==> src/rtl/elink_pkg.sv <==
// Shared types and constants for the elink transmit arbiter.
package elink_pkg;

    typedef enum logic {
        ST_ARB   = 1'b0,
        ST_GRANT = 1'b1
    } arb_state_e;

    localparam logic [31:0] IDLE_WORD_DEFAULT = 32'hACCC_CCCC;

endpackage

==> src/rtl/rr_pick.sv <==
// Combinational round-robin selector with optional strict priority for index 0.
module rr_pick #(
    parameter int unsigned N_REQ = 4,
    parameter int unsigned IDW   = $clog2(N_REQ)
) (
    input  logic [N_REQ-1:0] req_i,
    input  logic [IDW-1:0]   last_i,
    input  logic             prio0_i,
    output logic [IDW-1:0]   pick_o,
    output logic             any_o
);

    logic [IDW-1:0] idx;

    // Walk candidates from farthest to nearest so the nearest match after last_i wins.
    always_comb begin
        pick_o = '0;
        idx    = '0;
        any_o  = |req_i;
        for (int k = int'(N_REQ); k >= 1; k--) begin
            idx = IDW'((int'(last_i) + k) % int'(N_REQ));
            if (req_i[idx]) begin
                pick_o = idx;
            end
        end
        if (prio0_i && req_i[0]) begin
            pick_o = '0;
        end
    end

endmodule

==> src/rtl/elink_tx_arbiter.sv <==
// Packet-granular round-robin arbiter feeding the 32-bit elink transmit stream,
// with idle-word fill between grants.
module elink_tx_arbiter
    import elink_pkg::*;
#(
    parameter int unsigned           N_REQ      = 4,
    parameter int unsigned           DATA_WIDTH = 32,
    parameter int unsigned           MAX_BURST  = 16,
    parameter bit                    PRIO0      = 1'b0,
    parameter logic [DATA_WIDTH-1:0] IDLE_WORD  = DATA_WIDTH'(IDLE_WORD_DEFAULT)
) (
    input  logic                        clk160,
    input  logic                        clk160_areset,
    input  logic [N_REQ*DATA_WIDTH-1:0] S_AXIS_tdata,
    input  logic [N_REQ-1:0]            S_AXIS_tvalid,
    input  logic [N_REQ-1:0]            S_AXIS_tlast,
    output logic [N_REQ-1:0]            S_AXIS_tready,
    output logic [DATA_WIDTH-1:0]       M_AXIS_tdata,
    output logic                        M_AXIS_tvalid,
    input  logic                        M_AXIS_tready,
    input  logic                        idle_en,
    output logic [$clog2(N_REQ)-1:0]    grant_id,
    output logic                        grant_active
);

    localparam int unsigned IDW = $clog2(N_REQ);
    localparam int unsigned BCW = $clog2(MAX_BURST + 1);

    arb_state_e      state_q, state_d;
    logic [IDW-1:0]  grant_q, grant_d;
    logic [IDW-1:0]  last_q, last_d;
    logic [BCW-1:0]  burst_q, burst_d;
    logic [IDW-1:0]  pick;
    logic            any_req;

    logic [DATA_WIDTH-1:0] req_data [N_REQ];

    for (genvar i = 0; i < int'(N_REQ); i++) begin : g_unpack
        assign req_data[i] = S_AXIS_tdata[i*DATA_WIDTH +: DATA_WIDTH];
    end

    rr_pick #(
        .N_REQ (N_REQ),
        .IDW   (IDW)
    ) u_rr_pick (
        .req_i   (S_AXIS_tvalid),
        .last_i  (last_q),
        .prio0_i (PRIO0),
        .pick_o  (pick),
        .any_o   (any_req)
    );

    always_ff @(posedge clk160 or posedge clk160_areset) begin
        if (clk160_areset) begin
            state_q <= ST_ARB;
            grant_q <= '0;
            last_q  <= IDW'(N_REQ - 1);
            burst_q <= '0;
        end else begin
            state_q <= state_d;
            grant_q <= grant_d;
            last_q  <= last_d;
            burst_q <= burst_d;
        end
    end

    // Grant is only taken once any pending idle word has been accepted.
    always_comb begin
        state_d       = state_q;
        grant_d       = grant_q;
        last_d        = last_q;
        burst_d       = burst_q;
        S_AXIS_tready = '0;
        M_AXIS_tvalid = idle_en;
        M_AXIS_tdata  = IDLE_WORD;
        case (state_q)
            ST_ARB: begin
                if (any_req && (!idle_en || M_AXIS_tready)) begin
                    state_d = ST_GRANT;
                    grant_d = pick;
                    burst_d = '0;
                end
            end
            ST_GRANT: begin
                M_AXIS_tdata           = req_data[grant_q];
                M_AXIS_tvalid          = S_AXIS_tvalid[grant_q];
                S_AXIS_tready[grant_q] = M_AXIS_tready;
                if (S_AXIS_tvalid[grant_q] && M_AXIS_tready) begin
                    if (S_AXIS_tlast[grant_q] || (burst_q == BCW'(MAX_BURST - 1))) begin
                        state_d = ST_ARB;
                        last_d  = grant_q;
                        burst_d = '0;
                    end else begin
                        burst_d = burst_q + BCW'(1);
                    end
                end
            end
            default: state_d = ST_ARB;
        endcase
    end

    assign grant_id     = grant_q;
    assign grant_active = (state_q == ST_GRANT);

endmodule

==> config.mk <==
export PLATFORM = sky130hd
export DESIGN_NAME = elink_tx_arbiter
export DESIGN_NICKNAME = d
export VERILOG_FILES = /design/src/rtl/elink_pkg.sv /design/src/rtl/rr_pick.sv /design/src/rtl/elink_tx_arbiter.sv
export SDC_FILE = /design/constraint.sdc
export NUM_CORES = 1
export LEC_CHECK = 0
export ABC_AREA = 1
export BUFFER_PORTS_ARGS = -buffer_cell sky130_fd_sc_hd__buf_4
export CAP_MARGIN = 20
export CORE_ASPECT_RATIO = 0.8
export CORE_MARGIN = 2
export CORE_UTILIZATION = 35
export DETAILED_ROUTE_END_ITERATION = 10
export PLACE_DENSITY = 0.91
export SYNTH_ARGS = -nofsm -noshare
export SYNTH_HDL_FRONTEND = slang
export SYNTH_SLANG_ARGS = --single-unit
==> constraint.sdc <==
create_clock -name clk160 -period 1.85 [get_ports clk160]
set_input_delay 0.37 -clock clk160 [delete_from_list [all_inputs] [get_ports clk160]]
set_output_delay 0.37 -clock clk160 [all_outputs]
set_load 0.05 [all_outputs]
==> results.toml, run 1 <==
[detailed_routing]
drc_errors = 0
wl_um = 11800
vias = 3267
antenna_left = 0
drt_iter0_drc = 358
avgRoutedWirePerCell_um = 21.7
routed_via_density = 6.01
firstDrtPassIters = 5

[place]
preCtsSetupSlack_ps = 66.5
post_dp_cell_area_mm2 = 0.00341
place.gp.congestion = 0.902
dp_hpwl_um = 6100
dp_cells = 516
port_buffers = 179

[hold_path]
hp-class = "input pin to asynchronous set/reset pin"

[pwr]
peakVddDrop_uv = 1430
power-per-cell-area_mw_per_mm2 = 2140
cellLeakagePower_nw = 2.00
finalPower_mw = 8.83

[setup_path]
ff2ff_setup_slack_ps = -150
r2r_start = "grant_id[1]"
cp_common_cell = "buf_6"
worst-path-max-fanout = 7
crit_path_cell_trace = "inv_4, nor2_4, buf_6, buf_12, nand2_2, a31oi_4, buf_6"
crit_path_max_incr_delay_ps = 500
cpMaxStageDelayCell = "dfrtp_2"
path_class = "flop to primary output"
critPathCaptureType = "primary output"
startpoint_type = "flop"
reg2regPathDepth = 13
crit_family = "buffers and inverters"
crit_arrival_ps = 1780
timing.rr.end = "last_q[1]"
timing.critical_path.buf_inv = 4
required_ps = 1480

[layout]
layout.cells.non_filler = 544
most-common-layout-cells = "158 x buf_4, 93 x nand2_1, 43 x buf_6"
drive_gt1_share_pct = 63.8
fillers = 186
stdcell_area_mm2 = 0.00413
multi_input_area_mm2 = 0.00165
mostFrequentLayoutCell = "buf_4"
seqCellArea_um2 = 259
final_net_count = 627
syn2layout_area_growth_pct = 157
antennaDiodeCount = 0

[grt]
grt_overflow = 0
first_global_vias = 2819
track_usage_pct = 32.4
grt_pass1_wl_um = 13100
grt_max_degree = 15
antenna_found_initial = 0

[timing]
setup_viol = 42
setup_tns_ps = -7350
period_needed_ps = 2150
hold_viol = 0
grt_setup_unrepaired = "true"
post-route-period-util_pct = 116
clock.fmax_mhz = 465
tightest_slew_ps = 397
finalClockSkew_ps = 9.12
report.final.slew_viol_count = 0
slew_headroom_pct = 73.5
fin_ws_ps = -302

[cts]
cts-hold-fix-buffers = 0
cts.sinks = 10
cts_root_buf = "clkbuf_8"
htree_levels = 1
cts_tree = "built"
cts_buffer_depth = 2
cts_buffers = 3
clk_pin_slew_ps = 60
clk_latency_ps = 250

[synthesis]
syn_avg_cell_area_um2 = 5.70
synth_top_cell_by_area = "nand2_1"
synth.cell_area_mm2 = 0.00161
synth-main-ff-cell = "dfrtp_1"
synth-async-reset-ratio_pct = 100
ys_types = 27
yosys-top-cells-area = "nand2_1 29%, dfrtp_1 12%, a22oi_1 12%"
ys_seq_area_share_pct = 15.7
syn_nets = 424
synth_warnings = 0
synth_cells = 282
synth-seq-cells = 10
synth.top_cell.area_share_pct = 28.7
synth_edf_count = 0

[run]
max-cap-violations = 0

[floorplanning]
placement_rows = 22
die_y_um = 64.6
dieArea_mm2 = 0.00516
die_x_um = 79.8
coreArea_mm2 = 0.00451
initial_core_util_pct = 35.6
io_pins = 180

[status]
status = "finished, violations left"
violations = "negative setup slack"
-- metrics by stage --
stage          utilization, %  hold slack (ps)
6_report                 91.5              115
2_1_floorplan               -              209
4_1_cts                  85.0              117
3_5_place_dp             75.6              367
5_1_grt                  91.5              158
3_3_place_gp             75.6              365
-- layout make-up --
type / count / area share [%]
Tap cell: 60 / 1.82
Clock buffer: 4 / 1.09
Timing Repair Buffer: 216 / 48.6
Multi-Input combinational cell: 230 / 39.9
Inverter: 24 / 2.30
Sequential cell: 10 / 6.27
-- repair_timing --
item,4_1_cts,5_1_grt
cloned,4,3
endpoints found under the setup margin,33,37
buffers inserted,5,12
gates resized for setup,57,37
pin swaps,11,22
-- worst max-delay path by stage --
stage               cells after the start               end  slack, ps   startpoint
global placement                        5   M_AXIS_tdata[0]        110  grant_id[1]
CTS                                     6  M_AXIS_tdata[16]       -160  grant_id[1]
detailed placement                      8     M_AXIS_tvalid         70  grant_id[1]
global route                            7  M_AXIS_tdata[30]       -300  grant_id[1]
floorplan                               6  M_AXIS_tdata[10]       -110  grant_id[0]
finish                                  7  M_AXIS_tdata[30]       -300  grant_id[1]
-- routing by layer --
metal	wire length (µm)	global-route usage (%)	vias up
li1	-	-	1372
met1	4030	37.2	1517
met2	5780	60.0	305
met3	1330	5.85	73
met4	665	11.2	0
met5	0	0	-
-- report_power, final --
group / internal, mW / switching (mW) / total [mW]
combinational: 3.20 / 4.89 / 8.08
sequential: 0.319 / 0.175 / 0.495
clock: 0.152 / 0.103 / 0.255
-- state kept, by name, indices dropped and copies added, names as in the netlist --
signal,count
grant_active,1
last_q,2
burst_q,5
grant_id,2
-- logic make-up after synthesis --
logic type,Yosys count,synth area share (%)
AOI/OAI and AO/OA,57,23.0
xor gates and xnor gates,1,0.545
DFF,10,15.7
adders and majority gates,2,1.56
and+or+nand+nor,170,47.9
buffers and inverters,42,11.3
-- Yosys cell counts, types with 2 or more instances --
library cell and instances:
nand2_1 123, dfrtp_1 8, ha_1 2, nor2_4 5, clkbuf_1 4, nor2_1 6, nor3_1 2, inv_1 19
nand3_1 12, nand4_1 17, buf_1 2, a21oi_1 7, buf_2 10, a22oi_1 26, o21ai_1 5, inv_2 5
dfstp_2 2, a31oi_1 16, o21ai_0 3
No activity file was read; power rests on OpenSTA's default activity.
==> run 2: changes to the inputs <==
- CELL_PAD_IN_SITES_DETAIL_PLACEMENT: default -> 2
- CELL_PAD_IN_SITES_GLOBAL_PLACEMENT: default -> 2
- CORE_UTILIZATION: 35 -> 14
- PLACE_DENSITY: 0.91 -> 0.9
- SKIP_CTS_REPAIR_TIMING: default -> 1
==> run 2 against run 1 <==
Sequential share of layout area is 0.51 points higher. Register-to-register slack better by 220 ps. Maximum frequency rose by 5.7%. Non-clock buffer count shrank 17. The run still ends with negative setup slack left.
==> results.toml, run 2 (synthesis gave the netlist of run 1 again) <==
[pwr]
finalPower_mw = 7.92
p_sw_share_pct = 59.4
seqPwrFrac_pct = 5.5
p_switching_mw = 4.71
power-per-cell-area_mw_per_mm2 = 2070
power.clock.fraction_pct = 5.5
peakVddDrop_uv = 685
cellLeakagePower_nw = 1.82
p_int_mw = 3.22
combPwrFrac_pct = 89.0

[floorplanning]
die_x_um = 124
coreArea_mm2 = 0.0110
dieArea_mm2 = 0.0124
placement_rows = 34
io_pins = 180
initial_core_util_pct = 14.6
die_y_um = 99.9

[timing]
tightest_slew_ps = 453
setup_viol = 34
slew_headroom_pct = 69.8
fin_ws_ps = -187
report.final.slew_viol_count = 0
hold_viol = 0
period_needed_ps = 2040
grt_setup_unrepaired = "true"
clock.fmax_mhz = 491
post-route-period-util_pct = 110
finalClockSkew_ps = 2.27

[layout]
antennaDiodeCount = 0
final_core_util_pct = 34.7
mostFrequentLayoutCell = "buf_4"
layout.cells.non_filler = 611
largest_register_ffs = 5
seqCellArea_um2 = 259
stdcell_area_mm2 = 0.00382
regMostFlops = "burst_q"
drive_gt1_share_pct = 55.7
fillers = 1283
syn2layout_area_growth_pct = 138
multi_input_area_mm2 = 0.00151
most-common-layout-cells = "161 x buf_4, 111 x nand2_1, 32 x buf_6"
final_net_count = 610

[hold_path]
hp-class = "input pin to asynchronous set/reset pin"

[detailed_routing]
routed_via_density = 4.54
avgRoutedWirePerCell_um = 17.7
vias = 2774
drc_errors = 0
antenna_left = 0
wl_um = 10800
drt_iter0_drc = 77
firstDrtPassIters = 4

[cts]
clk_pin_slew_ps = 40
htree_levels = 1
cts_buffer_depth = 2
cts_tree = "built"
cts_root_buf = "clkbuf_16"
cts_buffers = 3
clk_latency_ps = 240
cts.sinks = 10

[setup_path]
crit_arrival_ps = 1670
required_ps = 1480
critPathCaptureType = "primary output"
crit_path_max_incr_delay_ps = 440
worst-path-max-fanout = 25
path_class = "flop to primary output"
cpMaxStageDelayCell = "dfrtp_2"
crit_path_cell_trace = "buf_4, nor2_4, buf_12, a22oi_1, a31oi_4, buf_6"
startpoint_type = "flop"

[grt]
antenna_found_initial = 0
grt_pass1_wl_um = 16100
track_usage_pct = 16.5
grt_overflow = 0
grt_max_degree = 29
first_global_vias = 3110

[place]
place.gp.congestion = 0.793
port_buffers = 179
dp_hpwl_um = 9050
dp_cells = 603
post_dp_cell_area_mm2 = 0.00355

[status]
status = "finished, violations left"
violations = "negative setup slack"

[run]
max-cap-violations = 0
[run 2: per-stage QoR]
step,hold WS [ps],worst slack (ps),setup TNS [ps]
floorplan,209,-105,-2120
global placement,395,133,0
detailed placement,413,66.0,0
CTS,158,-204,-4070
global route,172,-235,-6680
finish,143,-187,-4070
[run 2: final timing paths]
path	from	to	slack (ps)	depth (start not counted)
setup / recovery	grant_id[1]	M_AXIS_tdata[25]	-190	6
hold / removal	clk160_areset	burst_q[2]	140	2
setup reg to reg	grant_id[1]	last_q[0]	70	12
hold reg to reg	burst_q[4]	burst_q[4]	560	2
max in group asynchronous	clk160_areset	grant_active	1360	2
min in group clk160	burst_q[4]	burst_q[4]	560	2
[run 2: area by class of cell]
cell class,instances,share of cell area (%)
Clock buffer,4,2.33
Inverter,24,2.42
Multi-Input combinational cell,230,39.4
Sequential cell,10,6.78
Tap cell,144,4.72
Timing Repair Buffer,199,44.3
[run 2: layer usage]
metal / vias up / global-route usage (%) / part of all wire (%)
met3: 6 / 3.13 / 7.6
met1: 1319 / 18.9 / 37
met2: 115 / 32.5 / 55
li1: 1334 / - / -
met5: - / 0 / 0
met4: 0 / 1.40 / 0.66
[run 2: power by group through the flow]
| stage | Clock, mW | Combinational [mW] | Sequential, mW |
|---|---|---|---|
| floorplan | 0 | 4.59 | 0.482 |
| global placement | 0 | 6.40 | 0.434 |
| detailed placement | 0 | 6.59 | 0.444 |
| CTS | 0.449 | 6.61 | 0.444 |
| global route | 0.458 | 7.49 | 0.450 |
| finish | 0.439 | 7.05 | 0.432 |
[run 2: critical path, delay by kind of cell (launching register included)]
family	cells	cell delay (ps)
buf+inv	3	520
compound gates	2	330
flops	1	440
simple gates	1	120
